--- src/rtl/korev_mem_pkg.sv ---
// Shared types and default widths for the memory port arbiter.
package korev_mem_pkg;

    localparam int unsigned MEM_ADDR_W = 32;
    localparam int unsigned MEM_DATA_W = 32;

    typedef enum logic [2:0] {
        IDLE,
        BUSY_I,
        BUSY_D,
        RESP_I,
        RESP_D
    } arb_state_t;

    typedef enum logic {
        GRANT_I,
        GRANT_D
    } arb_grant_t;

endpackage

--- src/rtl/mem_arb_pick.sv ---
// Combinational grant selection between fetch and data requesters.
// MEM_ARB_ROUND_ROBIN_EN selects alternating grants on contention; otherwise D wins.
module mem_arb_pick
    import korev_mem_pkg::*;
(
    input  logic       ireq,
    input  logic       dreq,
`ifdef MEM_ARB_ROUND_ROBIN_EN
    input  arb_grant_t last_grant,
`endif
    output logic       grant_valid,
    output arb_grant_t grant
);

    always_comb begin
        grant_valid = ireq | dreq;
        grant       = GRANT_I;
`ifdef MEM_ARB_ROUND_ROBIN_EN
        if (ireq && dreq)
            grant = (last_grant == GRANT_I) ? GRANT_D : GRANT_I;
        else if (dreq)
            grant = GRANT_D;
`else
        if (dreq)
            grant = GRANT_D;
`endif
    end

endmodule

--- src/rtl/mem_port_arbiter.sv ---
// Serialises fetch and data requests onto one req/ack memory port.
// Contention policy set by MEM_ARB_ROUND_ROBIN_EN (round-robin) or fixed D-first.
module mem_port_arbiter
    import korev_mem_pkg::*;
#(
    parameter int unsigned ADDR_W = MEM_ADDR_W,
    parameter int unsigned DATA_W = MEM_DATA_W
) (
    input  logic                clk,
    input  logic                rst,
    input  logic                ireq,
    input  logic [ADDR_W-1:0]   iaddr,
    output logic                idrdy,
    output logic [DATA_W-1:0]   irdata,
    input  logic                dreq,
    input  logic                dwe,
    input  logic [ADDR_W-1:0]   daddr,
    input  logic [DATA_W-1:0]   dwdata,
    input  logic [DATA_W/8-1:0] dwstrb,
    output logic                ddrdy,
    output logic [DATA_W-1:0]   drdata,
    output logic                mem_req,
    output logic                mem_we,
    output logic [ADDR_W-1:0]   mem_addr,
    output logic [DATA_W-1:0]   mem_wdata,
    output logic [DATA_W/8-1:0] mem_wstrb,
    input  logic                mem_ack,
    input  logic [DATA_W-1:0]   mem_rdata
);

    arb_state_t state;
    logic       grant_valid;
    arb_grant_t grant;

`ifdef MEM_ARB_ROUND_ROBIN_EN
    arb_grant_t last_grant;
`endif

    mem_arb_pick u_pick (
        .ireq        (ireq),
        .dreq        (dreq),
`ifdef MEM_ARB_ROUND_ROBIN_EN
        .last_grant  (last_grant),
`endif
        .grant_valid (grant_valid),
        .grant       (grant)
    );

    always_ff @(posedge clk or posedge rst) begin
        if (rst) begin
            state     <= IDLE;
            idrdy     <= 1'b0;
            irdata    <= '0;
            ddrdy     <= 1'b0;
            drdata    <= '0;
            mem_req   <= 1'b0;
            mem_we    <= 1'b0;
            mem_addr  <= '0;
            mem_wdata <= '0;
            mem_wstrb <= '0;
`ifdef MEM_ARB_ROUND_ROBIN_EN
            last_grant <= GRANT_I;
`endif
        end else begin
            case (state)
                IDLE: begin
                    if (grant_valid) begin
                        mem_req <= 1'b1;
`ifdef MEM_ARB_ROUND_ROBIN_EN
                        last_grant <= grant;
`endif
                        if (grant == GRANT_D) begin
                            state     <= BUSY_D;
                            mem_we    <= dwe;
                            mem_addr  <= daddr;
                            mem_wdata <= dwdata;
                            mem_wstrb <= dwstrb;
                        end else begin
                            // Fetch is always a full-word read with no byte enables
                            state     <= BUSY_I;
                            mem_we    <= 1'b0;
                            mem_addr  <= iaddr;
                            mem_wdata <= '0;
                            mem_wstrb <= '0;
                        end
                    end
                end
                BUSY_I: begin
                    if (mem_ack) begin
                        state   <= RESP_I;
                        mem_req <= 1'b0;
                        idrdy   <= 1'b1;
                        irdata  <= mem_rdata;
                    end
                end
                BUSY_D: begin
                    if (mem_ack) begin
                        state   <= RESP_D;
                        mem_req <= 1'b0;
                        ddrdy   <= 1'b1;
                        if (!mem_we)
                            drdata <= mem_rdata;
                    end
                end
                RESP_I: begin
                    state <= IDLE;
                    idrdy <= 1'b0;
                end
                RESP_D: begin
                    state <= IDLE;
                    ddrdy <= 1'b0;
                end
                default: begin
                    state   <= IDLE;
                    mem_req <= 1'b0;
                    idrdy   <= 1'b0;
                    ddrdy   <= 1'b0;
                end
            endcase
        end
    end

endmodule

--- config.mk ---
export PLATFORM = sky130hd
export DESIGN_NAME = mem_port_arbiter
export DESIGN_NICKNAME = d
export VERILOG_FILES = /design/src/rtl/korev_mem_pkg.sv /design/src/rtl/mem_arb_pick.sv /design/src/rtl/mem_port_arbiter.sv
export SDC_FILE = /design/constraint.sdc
export NUM_CORES = 1
export LEC_CHECK = 0
export ABC_CLOCK_PERIOD_IN_PS = 4850
export CORE_ASPECT_RATIO = 0.9
export CORE_UTILIZATION = 41
export CTS_BUF_LIST = sky130_fd_sc_hd__clkbuf_16
export DETAILED_ROUTE_END_ITERATION = 10
export PLACE_DENSITY = 0.81
export SYNTH_ARGS = -nofsm -noshare
export SYNTH_HDL_FRONTEND = slang
export SYNTH_SLANG_ARGS = --single-unit
export TNS_END_PERCENT = 30
--- constraint.sdc ---
create_clock -name clk -period 4.85 [get_ports clk]
set_input_delay 0.485 -clock clk [delete_from_list [all_inputs] [get_ports clk]]
set_output_delay 0.485 -clock clk [all_outputs]
set_load 0.005 [all_outputs]
Word-level counts from Yosys, hierarchy flattened

Index checks and enable logic that the tools add are counted.

$add $sub $neg: 0
Multipliers: 0
Div/mod/pow operators: 0
$lt $le $gt $ge: 0
Eq/ne operators: 8
Shift-type cells: 0
Muxes and demuxes: 16
Bitwise gates (word level): 5
Reduce and logical (&&, ||, !) cells: 12

Operator list:

| cell                                                            | count |
|---|---|
| 32-bit 2-to-1 mux                                               | 2 |
| 3-bit 2-to-1 mux                                                | 3 |
| 3-bit case mux with 3 select lines                              | 1 |
| 3-bit AND reduction                                             | 3 |
| 2-bit AND reduction                                             | 4 |
| 3-bit by 2-bit == test with 1-bit output, second input constant | 2 |
| 2-bit != test, second input constant                            | 3 |
| 3-bit OR reduction                                              | 2 |
| 1-bit 2-to-1 mux                                                | 5 |
| 4-bit 2-to-1 mux                                                | 1 |
| 1-bit NOT                                                       | 4 |
| 1-bit case mux with 2 select lines                              | 2 |
| 2-bit OR reduction                                              | 2 |
| 3-bit by 1-bit == test with 1-bit output, second input constant | 1 |
| 3-bit == test, second input constant                            | 1 |
| 3-bit zero test                                                 | 1 |
| 1-bit case mux with 3 select lines                              | 1 |
| 2-bit 2-to-1 mux                                                | 1 |
| 2-bit by 1-bit != test with 1-bit output, second input constant | 1 |
| 1-bit bitwise OR                                                | 1 |

Flip-flop bits (word level): 139
Bits in latches: 0
Bits in writable memories: 0
ROM bits: 0
Input port bits: 138
Output and inout bits: 136
Logic and storage cells: 51
Memories: 0

Longest topological paths before layout

Depth after elaboration: 4
Gate-level depth with buffers: 6
Mapped depth without buffers: 3

Modules after synthesis

From an unflattened synthesis, not the netlist that was laid out.

Cell total of the unflattened synthesis: 468
Area, all modules: 5793.1 µm²

By module, submodules not included:

| module           | instances | cells each | area an instance (µm²) | seq. area each (µm²) |
|---|---|---|---|---|
| mem_port_arbiter | 1         | 466        | 5779.3                 | 3478.3 |
| mem_arb_pick     | 1         | 2          | 13.8                   | 0.0 |

Least setup slack after synthesis

Ideal clock, no wire load.

Path kind: input-to-reg
Start: input port dreq
End: register mem_addr[0]
Setup time: 128 ps
Arrival: 1467 ps
Data required time: 4722 ps
Path slack: 3256 ps
Cell stages on the path: 4
Buffers on the path: 2
Cell sequence: buf_2 > buf_2 > mux2_2 > mux2_1

Word-level cells in the longest chain between the ends: 2
Elaborated cells on any way between the ends: 4
Those cells by class: mux: 2; bitwise: 1; reduce/logical: 1

RTL lines:

| item                                                            | RTL line                               | source |
|---|---|---|
| start: declaration                                              | mem_port_arbiter.sv:15                 | `input logic dreq,` |
| 1-bit 2-to-1 mux / 1-bit bitwise OR (equally long branches)     | mem_arb_pick.sv:24, mem_arb_pick.sv:16 |  |
| 32-bit 2-to-1 mux / 2-bit AND reduction (equally long branches) | n/a                                    |  |
| end signal: assignment                                          | mem_port_arbiter.sv:75                 | `mem_addr <= daddr;` |
| end signal: assignment                                          | mem_port_arbiter.sv:82                 | `mem_addr <= iaddr;` |
| end: declaration                                                | mem_port_arbiter.sv:24                 | `output logic [ADDR_W-1:0] mem_addr,` |

Parallel ways exist; a longest one is shown, timed or not.
A chain may end at the register's enable or synchronous reset.

Final worst setup path

Start: input port dreq
End: register mem_wdata[25]

Word-level cells in the longest chain between the ends: 2
Elaborated cells on any way between the ends: 4
Those cells by class: mux: 2; bitwise: 1; reduce/logical: 1

RTL lines:

| item                                                            | RTL line                               | source |
|---|---|---|
| 1-bit 2-to-1 mux / 1-bit bitwise OR (equally long branches)     | mem_arb_pick.sv:24, mem_arb_pick.sv:16 |  |
| 32-bit 2-to-1 mux / 2-bit AND reduction (equally long branches) | n/a                                    |  |
| end signal: assignment                                          | mem_port_arbiter.sv:76                 | `mem_wdata <= dwdata;` |
| end: declaration                                                | mem_port_arbiter.sv:25                 | `output logic [DATA_W-1:0] mem_wdata,` |

Parallel ways exist; a longest one is shown, timed or not.

==> flow_metrics.py <==
metrics = {
    "clock_network": {
        "cts_resized": 0,
        "cts-htree-levels": 4,
        "postCtsSetupRepairBufs": 0,
        "cts_tree": "done",
        "clk_pin_slew_ps": 60,
        "clockBufferDepth": 2,
        "postCtsHoldBufs": 0,
        "root_buffer": "clkbuf_16",
        "cts_buffers": 17,
        "cts_sinks": 139,
        "clk_latency_ps": 410,
    },
    "finish": {
        "nets": 765,
        "area_delta_synth_final_pct": 61.8,
        "multi_input_area_sq_um": 1930,
        "antenna_cells": 0,
        "fin_util_pct": 69.3,
        "final_cells": 804,
        "regArea_sq_um": 3480,
        "nFillCells": 871,
        "drive_gt1_share_pct": 25.2,
    },
    "sta": {
        "final.period_utilization_pct": 54.1,
        "worst_slack_ps": 2230,
        "skew_ps": 7.75,
        "worstMarginPinSlew_ps": 1280,
        "slew_headroom_pct": 14.9,
        "drv_slew": 0,
        "rsz0062_at_grt": "no",
        "holdWs_ps": 495,
        "finalSetupViolCount": 0,
        "hold_violations": 0,
        "setup_tns_ps": 0,
        "max_freq_mhz": 381,
        "period_minus_slack_ps": 2620,
    },
    "route": {
        "drc": 40,
        "avgRoutedWirePerCell_um": 19.5,
        "firstDrtPassIters": 8,
        "wl_mm": 15.7,
        "vias": 4033,
        "drtIter0Drc": 277,
        "ant_nets": 0,
        "via_per_inst": 5.02,
    },
    "global_route": {
        "grt_max_degree": 106,
        "antenna_found_initial": 0,
        "overflow": 0,
        "grt_pass1_wl_mm": 24.7,
        "grt_pass1_vias": 4490,
        "grt_use_total_pct": 23.4,
    },
    "synth": {
        "ys.flop_type": "dfrtp_1",
        "yosys_warnings": 0,
        "netlist_area_sq_um": 5560,
        "avgSynthCellArea_sq_um": 15.7,
        "synth_async_sr_flop_share_pct": 100,
        "yosysSeqAreaShare_pct": 62.5,
        "synth_top_area_share_pct": 62.5,
        "synth_area_leader_cell": "dfrtp_1",
        "ys_top_cells_by_area": "dfrtp_1 (63%), mux2_2 (24%), a22o_1 (5.8%)",
        "synth.most_common_cell": "dfrtp_1",
        "synthDistinctLibCells": 23,
        "synth_seq_cells": 139,
        "synth_top_cells_by_count": "dfrtp_1 (139), mux2_2 (120), a22o_1 (37)",
        "syn_inst": 354,
        "synth_nets": 492,
        "synth_edf_count": 0,
    },
    "floorplanning": {
        "io_pins": 274,
        "rows": 39,
        "dieArea_sq_um": 14000,
        "die_w_um": 125,
        "fp.coreArea_sq_um": 13000,
        "start_util_pct": 42.8,
        "fp.dieH_um": 112,
    },
    "pwr": {
        "peakVddDrop_uv": 435,
        "p_leak_nw": 3.77,
        "power_density_nw_per_um2": 637,
    },
    "worst_setup_path": {
        "path_cells": "clkdlybuf4s50_1 -> o21ai_4 -> buf_4 -> a22o_1",
        "critPathArrivalTime_ps": 2970,
        "slowest_delay_ps": 1020,
        "r2r_cells": 3,
        "cp_slowest_cell": "o21ai_4",
        "end_kind": "flip-flop",
        "cp_max_fo": 36,
        "worstSetupPathType": "input pin to flip-flop",
        "crit_required_ps": 5190,
        "start_kind": "input pin",
    },
    "place": {
        "place_congestion": 0.822,
        "place_ws_ps": 1830,
        "dpl.cell_count": 772,
        "portBuffers": 273,
        "post-dp-hpwl_mm": 11.2,
    },
    "min_path": {
        "min_path_cells": 1,
        "min_path_type": "flip-flop to flip-flop",
    },
    "status": {
        "violations": "design-rule violations",
        "status": "complete, but fails checks",
    },
    "run": {
        "drv_cap": 0,
    },
}
==> cell usage in the layout, fill, tap and decap left out, drive strengths merged, types with 4 or more instances in the layout <==
master | Yosys | final
clkdlybuf4s50 | 0 | 273
buf | 21 | 5
clkinv | 0 | 6
clkbuf | 3 | 17
nand2 | 4 | 4
inv | 4 | 7
nor3 | 4 | 4
a22o | 37 | 37
mux2 | 128 | 128
dfrtp | 139 | 139
==> worst max-delay path, delay by kind of cell <==
kind                   cells  cell delay [ps]
buffers and inverters      2             1220
AO/OA/AOI/OAI              2             1250
==> cell families after synthesis <==
family / Yosys count / synth area share [%]
AOI/OAI and AO/OA: 44 / 6.64
xor gates and xnor gates: 1 / 0.158
buffers and inverters: 28 / 2.97
DFF: 139 / 62.5
muxes: 128 / 25.9
and+or+nand+nor: 14 / 1.78
==> stage by stage <==
step                cell area, sq um  total power [W]
CTS                             9000          0.00579
detailed placement              8400          0.00445
global route                    9000          0.00604
floorplan                       5560          0.00299
finish                          9000          0.00573
global placement                8400          0.00435
==> registers in the layout, summed over array words and instances (netlist names) <==
signal     count
mem_wdata     32
state          3
ddrdy          1
idrdy          1
mem_req        1
mem_we         1
mem_addr      32
mem_wstrb      4
irdata        32
drdata        32
==> area by class of cell <==
type | instances | share of cell area [%]
Clock inverter | 15 | 1.91
Clock buffer | 17 | 4.73
Sequential cell | 139 | 38.7
Tap cell | 164 | 2.28
Inverter | 4 | 0.223
Multi-Input combinational cell | 187 | 21.4
Timing Repair Buffer | 278 | 30.8
==> worst paths after layout <==
kind | startpoint | endpoint | slack (ps)
min in group asynchronous | rst | irdata[13]$_DFFE_PP0P_ | 630
setup / recovery | dreq | mem_wdata[25]$_DFFE_PP0P_ | 2230
max in group asynchronous | rst | irdata[2]$_DFFE_PP0P_ | 3160
hold reg to reg | drdata[26]$_DFFE_PP0P_ | drdata[26]$_DFFE_PP0P_ | 490
hold / removal | drdata[26]$_DFFE_PP0P_ | drdata[26]$_DFFE_PP0P_ | 490
setup reg to reg | state[0]$_DFFE_PP0P_ | mem_wdata[25]$_DFFE_PP0P_ | 2700
==> routing by layer <==
layer | track usage [%] | up-vias | part of all wire, %
li1 | - | 1828 | -
met1 | 25.7 | 1995 | 38
met2 | 39.9 | 192 | 50
met3 | 10.9 | 18 | 10
met4 | 8.40 | 0 | 1.5
met5 | 0 | - | 0
==> where the power goes <==
group / switching, W / total, W / internal, W
registers: 0.000340 / 0.00206 / 0.00172
logic: 0.000790 / 0.00236 / 0.00158
clock network: 0.000494 / 0.00130 / 0.000807
Power figures use the tool's default switching activity.
